### src/rtl/bbox_pkg.sv
// Shared types and constants for the bounding-box drawer and BMP address mapping.
package bbox_pkg;

    localparam int ADDR_W  = 32;
    localparam int COORD_W = 16;

    localparam logic [1:0] CH_B = 2'd0;
    localparam logic [1:0] CH_G = 2'd1;
    localparam logic [1:0] CH_R = 2'd2;

    typedef enum logic [2:0] {
        IDLE,
        TOP,
        BOTTOM,
        LEFT,
        RIGHT,
        FILL,
        FINISHED
    } state_t;

    function automatic logic [COORD_W-1:0] clamp_coord(input logic [COORD_W-1:0] v,
                                                       input logic [COORD_W-1:0] lim);
        return (v > lim) ? lim : v;
    endfunction

endpackage

### src/rtl/bbox_drawer_if.sv
// Start/done handshake, box corners and image-memory write port of the drawer.
interface bbox_drawer_if;
    import bbox_pkg::*;

    logic               start;
    logic               done;
    logic [COORD_W-1:0] xMin;
    logic [COORD_W-1:0] xMax;
    logic [COORD_W-1:0] yMin;
    logic [COORD_W-1:0] yMax;
    logic [ADDR_W-1:0]  addr;
    logic [15:0]        wrdata;
    logic               wren;
    logic               wrready;

    modport slave (
        input  start, xMin, xMax, yMin, yMax, wrready,
        output done, addr, wrdata, wren
    );

    modport master (
        output start, xMin, xMax, yMin, yMax, wrready,
        input  done, addr, wrdata, wren
    );

endinterface

### src/rtl/bmp_addr_calc.sv
// Maps (x, y, channel) to a byte address in a 24-bit bottom-up BMP without row padding.
module bmp_addr_calc
    import bbox_pkg::*;
#(
    parameter int WIDTH  = 100,
    parameter int HEIGHT = 100
) (
    input  logic [COORD_W-1:0] x_i,
    input  logic [COORD_W-1:0] y_i,
    input  logic [1:0]         ch_i,
    output logic [ADDR_W-1:0]  addr_o
);

    localparam logic [ADDR_W-1:0] ROW_BYTES = ADDR_W'(WIDTH * 3);
    localparam logic [ADDR_W-1:0] LAST_ROW  = ADDR_W'(HEIGHT - 1);

    // Row 0 of the image lives at the end of memory, hence the flipped row index.
    always_comb begin
        addr_o = (LAST_ROW - ADDR_W'(y_i)) * ROW_BYTES
               + ADDR_W'(x_i) * ADDR_W'(3)
               + ADDR_W'(ch_i);
    end

endmodule

### src/rtl/bbox_drawer.sv
// Paints a solid-colour rectangle outline (or filled box with BBOX_DRAW_FILL_EN) into BMP memory.
module bbox_drawer
    import bbox_pkg::*;
#(
    parameter int          WIDTH  = 100,
    parameter int          HEIGHT = 100,
    parameter logic [23:0] COLOUR = 24'hFF0000
) (
    input logic          clk,
    input logic          rst,
    bbox_drawer_if.slave bus
);

    state_t             state_q, state_d;
    logic [COORD_W-1:0] x_q, x_d, y_q, y_d;
    logic [COORD_W-1:0] xmin_q, xmin_d, xmax_q, xmax_d;
    logic [COORD_W-1:0] ymin_q, ymin_d, ymax_q, ymax_d;
    logic [1:0]         ch_q, ch_d;

    logic [COORD_W-1:0] xmin_c, xmax_c, ymin_c, ymax_c, y_span;
    logic               box_empty, drawing, wr_done;
    logic [7:0]         colour_byte;
    logic [ADDR_W-1:0]  calc_addr;

    assign xmin_c    = clamp_coord(bus.xMin, COORD_W'(WIDTH - 1));
    assign xmax_c    = clamp_coord(bus.xMax, COORD_W'(WIDTH - 1));
    assign ymin_c    = clamp_coord(bus.yMin, COORD_W'(HEIGHT - 1));
    assign ymax_c    = clamp_coord(bus.yMax, COORD_W'(HEIGHT - 1));
    assign box_empty = (xmin_c > xmax_c) || (ymin_c > ymax_c);
    assign y_span    = ymax_q - ymin_q;
    assign drawing   = state_q inside {TOP, BOTTOM, LEFT, RIGHT, FILL};
    assign wr_done   = drawing && bus.wrready;

    always_ff @(posedge clk or posedge rst) begin
        if (rst) begin
            state_q <= IDLE;
            x_q     <= '0;
            y_q     <= '0;
            ch_q    <= CH_B;
            xmin_q  <= '0;
            xmax_q  <= '0;
            ymin_q  <= '0;
            ymax_q  <= '0;
        end else begin
            state_q <= state_d;
            x_q     <= x_d;
            y_q     <= y_d;
            ch_q    <= ch_d;
            xmin_q  <= xmin_d;
            xmax_q  <= xmax_d;
            ymin_q  <= ymin_d;
            ymax_q  <= ymax_d;
        end
    end

    always_comb begin
        state_d = state_q;
        x_d     = x_q;
        y_d     = y_q;
        ch_d    = ch_q;
        xmin_d  = xmin_q;
        xmax_d  = xmax_q;
        ymin_d  = ymin_q;
        ymax_d  = ymax_q;
        case (state_q)
            IDLE, FINISHED: begin
                if (bus.start) begin
                    xmin_d = xmin_c;
                    xmax_d = xmax_c;
                    ymin_d = ymin_c;
                    ymax_d = ymax_c;
                    x_d    = xmin_c;
                    y_d    = ymin_c;
                    ch_d   = CH_B;
`ifdef BBOX_DRAW_FILL_EN
                    state_d = box_empty ? FINISHED : FILL;
`else
                    state_d = box_empty ? FINISHED : TOP;
`endif
                end
            end
            default: begin
                if (wr_done) begin
                    if (ch_q != CH_R) begin
                        ch_d = ch_q + 2'd1;
                    end else begin
                        ch_d = CH_B;
                        // Edge transitions skip segments that would repaint a corner pixel.
                        case (state_q)
                            TOP: begin
                                if (x_q != xmax_q) begin
                                    x_d = x_q + 16'd1;
                                end else if (ymax_q == ymin_q) begin
                                    state_d = FINISHED;
                                end else begin
                                    state_d = BOTTOM;
                                    x_d     = xmin_q;
                                    y_d     = ymax_q;
                                end
                            end
                            BOTTOM: begin
                                if (x_q != xmax_q) begin
                                    x_d = x_q + 16'd1;
                                end else if (y_span < 16'd2) begin
                                    state_d = FINISHED;
                                end else begin
                                    state_d = LEFT;
                                    x_d     = xmin_q;
                                    y_d     = ymin_q + 16'd1;
                                end
                            end
                            LEFT: begin
                                if (y_q != ymax_q - 16'd1) begin
                                    y_d = y_q + 16'd1;
                                end else if (xmax_q == xmin_q) begin
                                    state_d = FINISHED;
                                end else begin
                                    state_d = RIGHT;
                                    x_d     = xmax_q;
                                    y_d     = ymin_q + 16'd1;
                                end
                            end
                            RIGHT: begin
                                if (y_q != ymax_q - 16'd1) y_d = y_q + 16'd1;
                                else                       state_d = FINISHED;
                            end
                            FILL: begin
                                if (x_q != xmax_q) begin
                                    x_d = x_q + 16'd1;
                                end else if (y_q != ymax_q) begin
                                    x_d = xmin_q;
                                    y_d = y_q + 16'd1;
                                end else begin
                                    state_d = FINISHED;
                                end
                            end
                            default: state_d = IDLE;
                        endcase
                    end
                end
            end
        endcase
    end

    always_comb begin
        case (ch_q)
            CH_B:    colour_byte = COLOUR[7:0];
            CH_G:    colour_byte = COLOUR[15:8];
            default: colour_byte = COLOUR[23:16];
        endcase
    end

    bmp_addr_calc #(
        .WIDTH  (WIDTH),
        .HEIGHT (HEIGHT)
    ) u_addr (
        .x_i    (x_q),
        .y_i    (y_q),
        .ch_i   (ch_q),
        .addr_o (calc_addr)
    );

    assign bus.wren   = drawing;
    assign bus.done   = (state_q == FINISHED);
    assign bus.addr   = drawing ? calc_addr : '0;
    assign bus.wrdata = drawing ? {8'h00, colour_byte} : 16'h0000;

endmodule
### src/flat_wrapper.sv
// flat-port wrapper written by rule: the top's interface ports become plain ports
module bbox_drawer_flat import bbox_pkg::*;
#(
    parameter int          WIDTH  = 100,
    parameter int          HEIGHT = 100,
    parameter logic [23:0] COLOUR = 24'hFF0000
)
  (clk, rst, bus_start, bus_xMin, bus_xMax, bus_yMin, bus_yMax, bus_wrready, bus_done, bus_addr, bus_wrdata, bus_wren);
  bbox_drawer_if bus_i ();
  input logic clk;
  input logic rst;
  input wire logic [$bits(bus_i.start)-1:0] bus_start;
  input wire logic [$bits(bus_i.xMin)-1:0] bus_xMin;
  input wire logic [$bits(bus_i.xMax)-1:0] bus_xMax;
  input wire logic [$bits(bus_i.yMin)-1:0] bus_yMin;
  input wire logic [$bits(bus_i.yMax)-1:0] bus_yMax;
  input wire logic [$bits(bus_i.wrready)-1:0] bus_wrready;
  output wire logic [$bits(bus_i.done)-1:0] bus_done;
  output wire logic [$bits(bus_i.addr)-1:0] bus_addr;
  output wire logic [$bits(bus_i.wrdata)-1:0] bus_wrdata;
  output wire logic [$bits(bus_i.wren)-1:0] bus_wren;
  assign bus_i.start = bus_start;
  assign bus_i.xMin = bus_xMin;
  assign bus_i.xMax = bus_xMax;
  assign bus_i.yMin = bus_yMin;
  assign bus_i.yMax = bus_yMax;
  assign bus_i.wrready = bus_wrready;
  assign bus_done = bus_i.done;
  assign bus_addr = bus_i.addr;
  assign bus_wrdata = bus_i.wrdata;
  assign bus_wren = bus_i.wren;
  bbox_drawer #(.WIDTH(WIDTH), .HEIGHT(HEIGHT), .COLOUR(COLOUR)) u_core (.clk(clk), .rst(rst), .bus(bus_i));
endmodule
### config.mk
export PLATFORM = sky130hd
export DESIGN_NAME = bbox_drawer_flat
export DESIGN_NICKNAME = d
export VERILOG_FILES = /design/src/rtl/bbox_pkg.sv /design/src/rtl/bbox_drawer_if.sv /design/src/rtl/bmp_addr_calc.sv /design/src/rtl/bbox_drawer.sv /design/src/flat_wrapper.sv
export SDC_FILE = /design/constraint.sdc
export NUM_CORES = 1
export LEC_CHECK = 0
export CAP_MARGIN = 20
export CELL_PAD_IN_SITES_DETAIL_PLACEMENT = 1
export CELL_PAD_IN_SITES_GLOBAL_PLACEMENT = 2
export CORE_AREA = 3 3 195 197
export CTS_CLUSTER_SIZE = 40
export DETAILED_ROUTE_END_ITERATION = 16
export DIE_AREA = 0 0 198 200
export GPL_TIMING_DRIVEN = 0
export HOLD_SLACK_MARGIN = 0.05
export MAX_ROUTING_LAYER = met4
export PLACE_DENSITY_LB_ADDON = 0.1
export SYNTH_ARGS = -nofsm -noshare
export SYNTH_HDL_FRONTEND = slang
export SYNTH_SLANG_ARGS = --single-unit
export TNS_END_PERCENT = 50
### constraint.sdc
create_clock -name clk -period 11.8 [get_ports clk]
set_input_delay 2.95 -clock clk [delete_from_list [all_inputs] [get_ports clk]]
set_output_delay 2.95 -clock clk [all_outputs]
set_load 0.02 [all_outputs]
# After elaboration in Yosys (flattened, before gate mapping)

Cells that the tools add are included.
W data, S select, Z words.

Reductions and logical operators: 15
Equal/unequal tests: 30
Add/subtract/negate cells: 9
Muxes and demuxes: 53
Order comparisons: 7
Multipliers: 2

Operator list:

| cell                    | count |
|---|---|
| $mux W16                | 29 |
| $pmux W16 S5            | 1 |
| $gt A16 B7 Y1 const B   | 4 |
| $pmux W16 S4            | 1 |
| $add A16 B1 Y16 const B | 3 |
| $ne A16 B16 Y1          | 3 |
| $mux W3                 | 13 |
| $ne A3 B3 Y1 const B    | 11 |
| $add A32 B18 Y32        | 1 |
| $add A32 B2 Y32         | 1 |
| $eq A16 B16 Y1          | 2 |
| $gt A16 B16 Y1          | 2 |
| $mul A32 B7 Y30 const B | 1 |
| $mux W32                | 1 |
| $mul A16 B2 Y18 const B | 1 |
| $reduce_and A9 Y1       | 2 |
| $sub A7 B16 Y17 const A | 1 |
| $lt A16 B2 Y1 const B   | 1 |
| $mux W8                 | 2 |
| $ne A4 B4 Y1 const B    | 4 |
| $sub A16 B1 Y16 const B | 1 |
| $sub A16 B16 Y16        | 1 |
| $pmux W3 S5             | 1 |
| $reduce_and A12 Y1      | 1 |
| other kinds (16)        | 28 |

Input bits: 68
Output and inout port bits: 50
Register bits after elaboration: 101
Logic and storage cells: 124

# Longest topological paths before layout

Depth in word-level cells: 8
Gate-level depth with buffers: 32
Depth with buffers taken out: 31

# Hierarchy

Synthesis repeated with hierarchy kept, for this count alone.

Cells, all modules: 1,618
Area, all modules: 13,090.1 µm²

Modules (own cells, without submodules):

| module        | cells an instance | seq. area each (µm²) | area each (µm²) | times used |
|---|---|---|---|---|
| bbox_drawer   | 1,082             | 2,527.4              | 8,797.2         | 1 |
| bmp_addr_calc | 536               | 0.0                  | 4,292.9         | 1 |

# Worst setup path after synthesis

Ideal clock, no wire load.

Kind: register to output
Start point: register u_core.y_q[3]
End point: output port bus_addr[26]
Arrival time: 7.076 ns
Data required time: 8.850 ns
Buffers on the path: 1
Cell stages (with the launch flop): 33
Slack: 1.774 ns
Path through: dfrtp_1 > clkbuf_1 > inv_1 > ha_1 > nor2b_1 > nand2b_1 > xnor2_1 > inv_1 > ha_1 > ha_1 > inv_1 > fa_1 > fa_1 > inv_1 > ha_1 > a21o_1 > a31o_2 > a21oi_1 > o21bai_1 > a21oi_1 > o21bai_1 > a21oi_1 > xnor2_1 > fa_1 > ha_1 > a21o_1 > a21o_1 > nor3_1 > inv_1 > o21ai_0 > nor2_1 > a21o_1 > a21oi_1

Word-level cells in the longest chain between the ends: 5

Ends and longest elaborated chain:

| item                     | RTL line            | RTL |
|---|---|---|
| start: declaration       | bbox_drawer.sv:15   | `logic [COORD_W-1:0] x_q, x_d, y_q, y_d;` |
| start signal: assignment | bbox_drawer.sv:47   | `y_q <= y_d;` |
| $sub A7 B16 Y17          | bmp_addr_calc.sv:19 | `addr_o = (LAST_ROW - ADDR_W'(y_i)) * ROW_BYTES` |
| $mul A32 B7 Y30          | bmp_addr_calc.sv:19 |  |
| $add A32 B18 Y32         | bmp_addr_calc.sv:20 | `+ ADDR_W'(x_i) * ADDR_W'(3)` |
| $add A32 B2 Y32          | bmp_addr_calc.sv:21 | `+ ADDR_W'(ch_i);` |
| $mux W32                 | bbox_drawer.sv:165  | `assign bus.addr = drawing ? calc_addr : '0;` |
| end: declaration         | flat_wrapper.sv:19  | `output wire logic [$bits(bus_i.addr)-1:0] bus_addr;` |

Every way passes these cells.

# Worst setup path in the final report

Start point: register u_core.y_q[3]
End point: output port bus_addr[27]

The elaborated chain is that of the path after synthesis.

==> results_dict.tcl <==
set metrics [dict create \
    clk-insertion-delay-late_ns 0.37 \
    grt_max_degree 67 \
    start_util 0.3592 \
    tightest_slew_ns 0.7763 \
    cts_tree "built" \
    synth_commonest_cells "inv_1 (154), nor2_1 (150), ha_1 (143)" \
    hpwl_um 36200 \
    finalMaxSlewViolations 0 \
    postCtsHoldBufs 0 \
    fp.dieW_um 198 \
    gp_congestion 0.8855 \
    worstRegToRegCells 14 \
    hold_depth 1 \
    seq_area_frac_synth 0.1931 \
    critPathLaunchType "flop" \
    hold_viol_final 0 \
    clk_path_buf_depth 2 \
    whs_endpoint "u_core.xmin_q[11]" \
    status "complete, no violations" \
    die_h_um 200 \
    period_needed_ns 11.40 \
    worstPathRequired_ns 8.85 \
    multi_input_area_um2 9747 \
    synth_top_area_cell "dfrtp_1" \
    critPathMaxStageDelay_ns 0.61 \
    critPathKind "reg2out" \
    clkSinkCount 101 \
    numPortBuffers 109 \
    yosysTopAreaCellShare 0.1931 \
    antenna_found_initial 0 \
    core_area_um2 36430 \
    final_nets 2054 \
    synth_most_common_cell "inv_1" \
    drcViolationCount 0 \
    hp-class "reg2reg" \
    drive_above_1_share 0.05438 \
    fill_cells 4459 \
    slew_headroom 0.4825 \
    ant_nets 0 \
    grt_overflow 0 \
    crit_path_max_fanout 8 \
    async_flop_share 1.000 \
    drtIter0Drc 512 \
    synthCells 1633 \
    worstPathArrival_ns 8.45 \
    h-tree-depth 3 \
    r2r_slack_ns 7.03 \
    slowest_stage "clkdlybuf4s50_1" \
    area_delta_synth_final_pct 16.80 \
    finalSetupViolCount 0 \
    clkTransAtPathRegs_ns 0.07 \
    seq_area_um2 2530 \
    utilization 0.4195 \
    num_vias 12200 \
    firstDrtPassIters 5 \
    r2r-start "u_core.ymax_q[0]" \
    syn_area_um2 13090 \
    fmax_mhz 87.71 \
    antenna_cells 0 \
    grt_pass1_wl_um 69080 \
    yosys_warnings 0 \
    path_buf_inv 5 \
    setup_ws_ns 0.3993 \
    root_buffer "clkbuf_16" \
    track_usage 0.2238 \
    finClkSkew_ns 0.01018 \
    critPathMostFrequentCell "ha_1" \
    synth.area.top_cells "dfrtp_1 (19%), ha_1 (14%), fa_1 (7.0%)" \
    die-area_um2 39600 \
    routed_wl_um 43120 \
    synth_seq_cells 101 \
    boundaryPins 118 \
    min_from "u_core.xmin_q[11]" \
    via_per_inst 5.376 \
    avgSynthCellArea_um2 8.014 \
    crit_path_end_kind "primary output" \
    pre_cts_slack_ns -0.01573 \
    cts_buffers 9 \
    synth_cell_types 87 \
    synthFlopType "dfrtp_1" \
    finalCritPeriodShare 0.9662 \
    wire_per_inst_um 19.00 \
    maxCapViolations 0 \
    crit_family "adder cells" \
    row_count 70 \
    r2r-end "u_core.y_q[3]" \
    grt_pass1_vias 12780 \
    synth_edf_count 0 \
]
-- layout by cell type (no fill, tap or decap), drive strengths merged, types with 7 or more instances in the layout --
cell           instances
nor2b                 44
nand3                 40
fa                    46
conb                  44
nor4                  24
and2                  11
a31oi                  7
nand4                 32
nor2                 150
or3                   13
dfrtp                101
nor3                  39
o21a                  12
nand2                117
or4                    8
a211oi                23
a21o                  19
xnor2                 87
o21ai                 98
o31ai                 10
nand2b                21
o211ai                11
xor2                  61
buf                   33
o22ai                 11
clkbuf                67
inv                  156
clkdlybuf4s50        109
ha                   143
and4                   7
a221oi                 9
and3                  14
a21oi                101
mux2                  19
mux2i                 13
-- layer usage --
metal	global-route usage	part of all wire
met1	0.2901	0.47
met2	0.3740	0.48
met3	0.01829	0.024
met4	0.07051	0.030
met5	-	0
-- logic make-up after synthesis --
| family | after synthesis | share of synthesized area |
|---|---|---|
| compound gates | 373 | 0.1874 |
| xor+xnor | 148 | 0.09904 |
| fa+ha+maj | 189 | 0.2071 |
| buf+inv | 242 | 0.07686 |
| flops | 101 | 0.1931 |
| mux | 32 | 0.02629 |
| other cells | 2 | 0.0005738 |
| simple gates | 546 | 0.2097 |
-- state kept, by name (all words and copies together) (netlist names) --
signal and flops:
u_core.ch_q 2, u_core.state_q 3, u_core.x_q 16, u_core.xmax_q 16, u_core.xmin_q 16, u_core.y_q 16
u_core.ymax_q 16, u_core.ymin_q 16
-- per-stage QoR --
stage / setup TNS, ns / hold slack [ns] / std cells / area, um^2
final: 0 / 0.5511 / 2270 / 15290
after global routing: -0.04249 / 0.5623 / 2270 / 15290
after CTS: 0 / 0.5486 / 2269 / 15250
after detailed placement: -0.01573 / 0.5289 / 2253 / 14950
after global placement: -0.004438 / 0.5198 / 2252 / 14920
after floorplan: 0 / 0.4710 / 1675 / 13250
-- final cells by class --
class,count,share of cell area
flip-flops and latches,101,0.1655
inverters,154,0.03798
clock buffers,10,0.01563
well taps,468,0.03831
multi-input cells,1332,0.6376
clock inverters,6,0.003029
plain buffers,87,0.02775
repair buffers,112,0.07416
-- worst register-to-register path, cell delays in order (launching register included) --
cell and delay [ns]:
dfrtp_1 0.43, inv_1 0.18, ha_1 0.21, inv_1 0.06
fa_1 0.42, a211oi_1 0.23, nor2_1 0.10, o31ai_1 0.57
mux2i_1 0.21, a2111oi_2 0.38, nand4_1 0.37, o41ai_4 0.74
clkbuf_1 0.50, nor3_1 0.11, o32ai_1 0.16
-- worst max path at each step --
| stage | depth (start not counted) | to | from | slack (ns) |
|---|---|---|---|---|
| after floorplan | 32 | bus_addr[26] | u_core.y_q[3] | 1.77 |
| after global placement | 32 | bus_addr[26] | u_core.y_q[2] | -0.004 |
| after detailed placement | 32 | bus_addr[26] | u_core.y_q[2] | -0.02 |
| after CTS | 32 | bus_addr[27] | u_core.y_q[2] | 0.03 |
| after global routing | 32 | bus_addr[27] | u_core.y_q[3] | -0.04 |
| final | 32 | bus_addr[27] | u_core.y_q[3] | 0.40 |
-- repair_timing --
| item | 4_1_cts | 5_1_grt |
|---|---|---|
| endpoints found under the setup margin | 11 | 12 |
| buffers inserted | 1 | 1 |
| gates resized for setup | 3 | 7 |
| pin swaps | 1 | 0 |
Power is left out: the tool's default activity adds up to more than one toggle a clock period on the data nets, which glitch-free logic cannot reach.
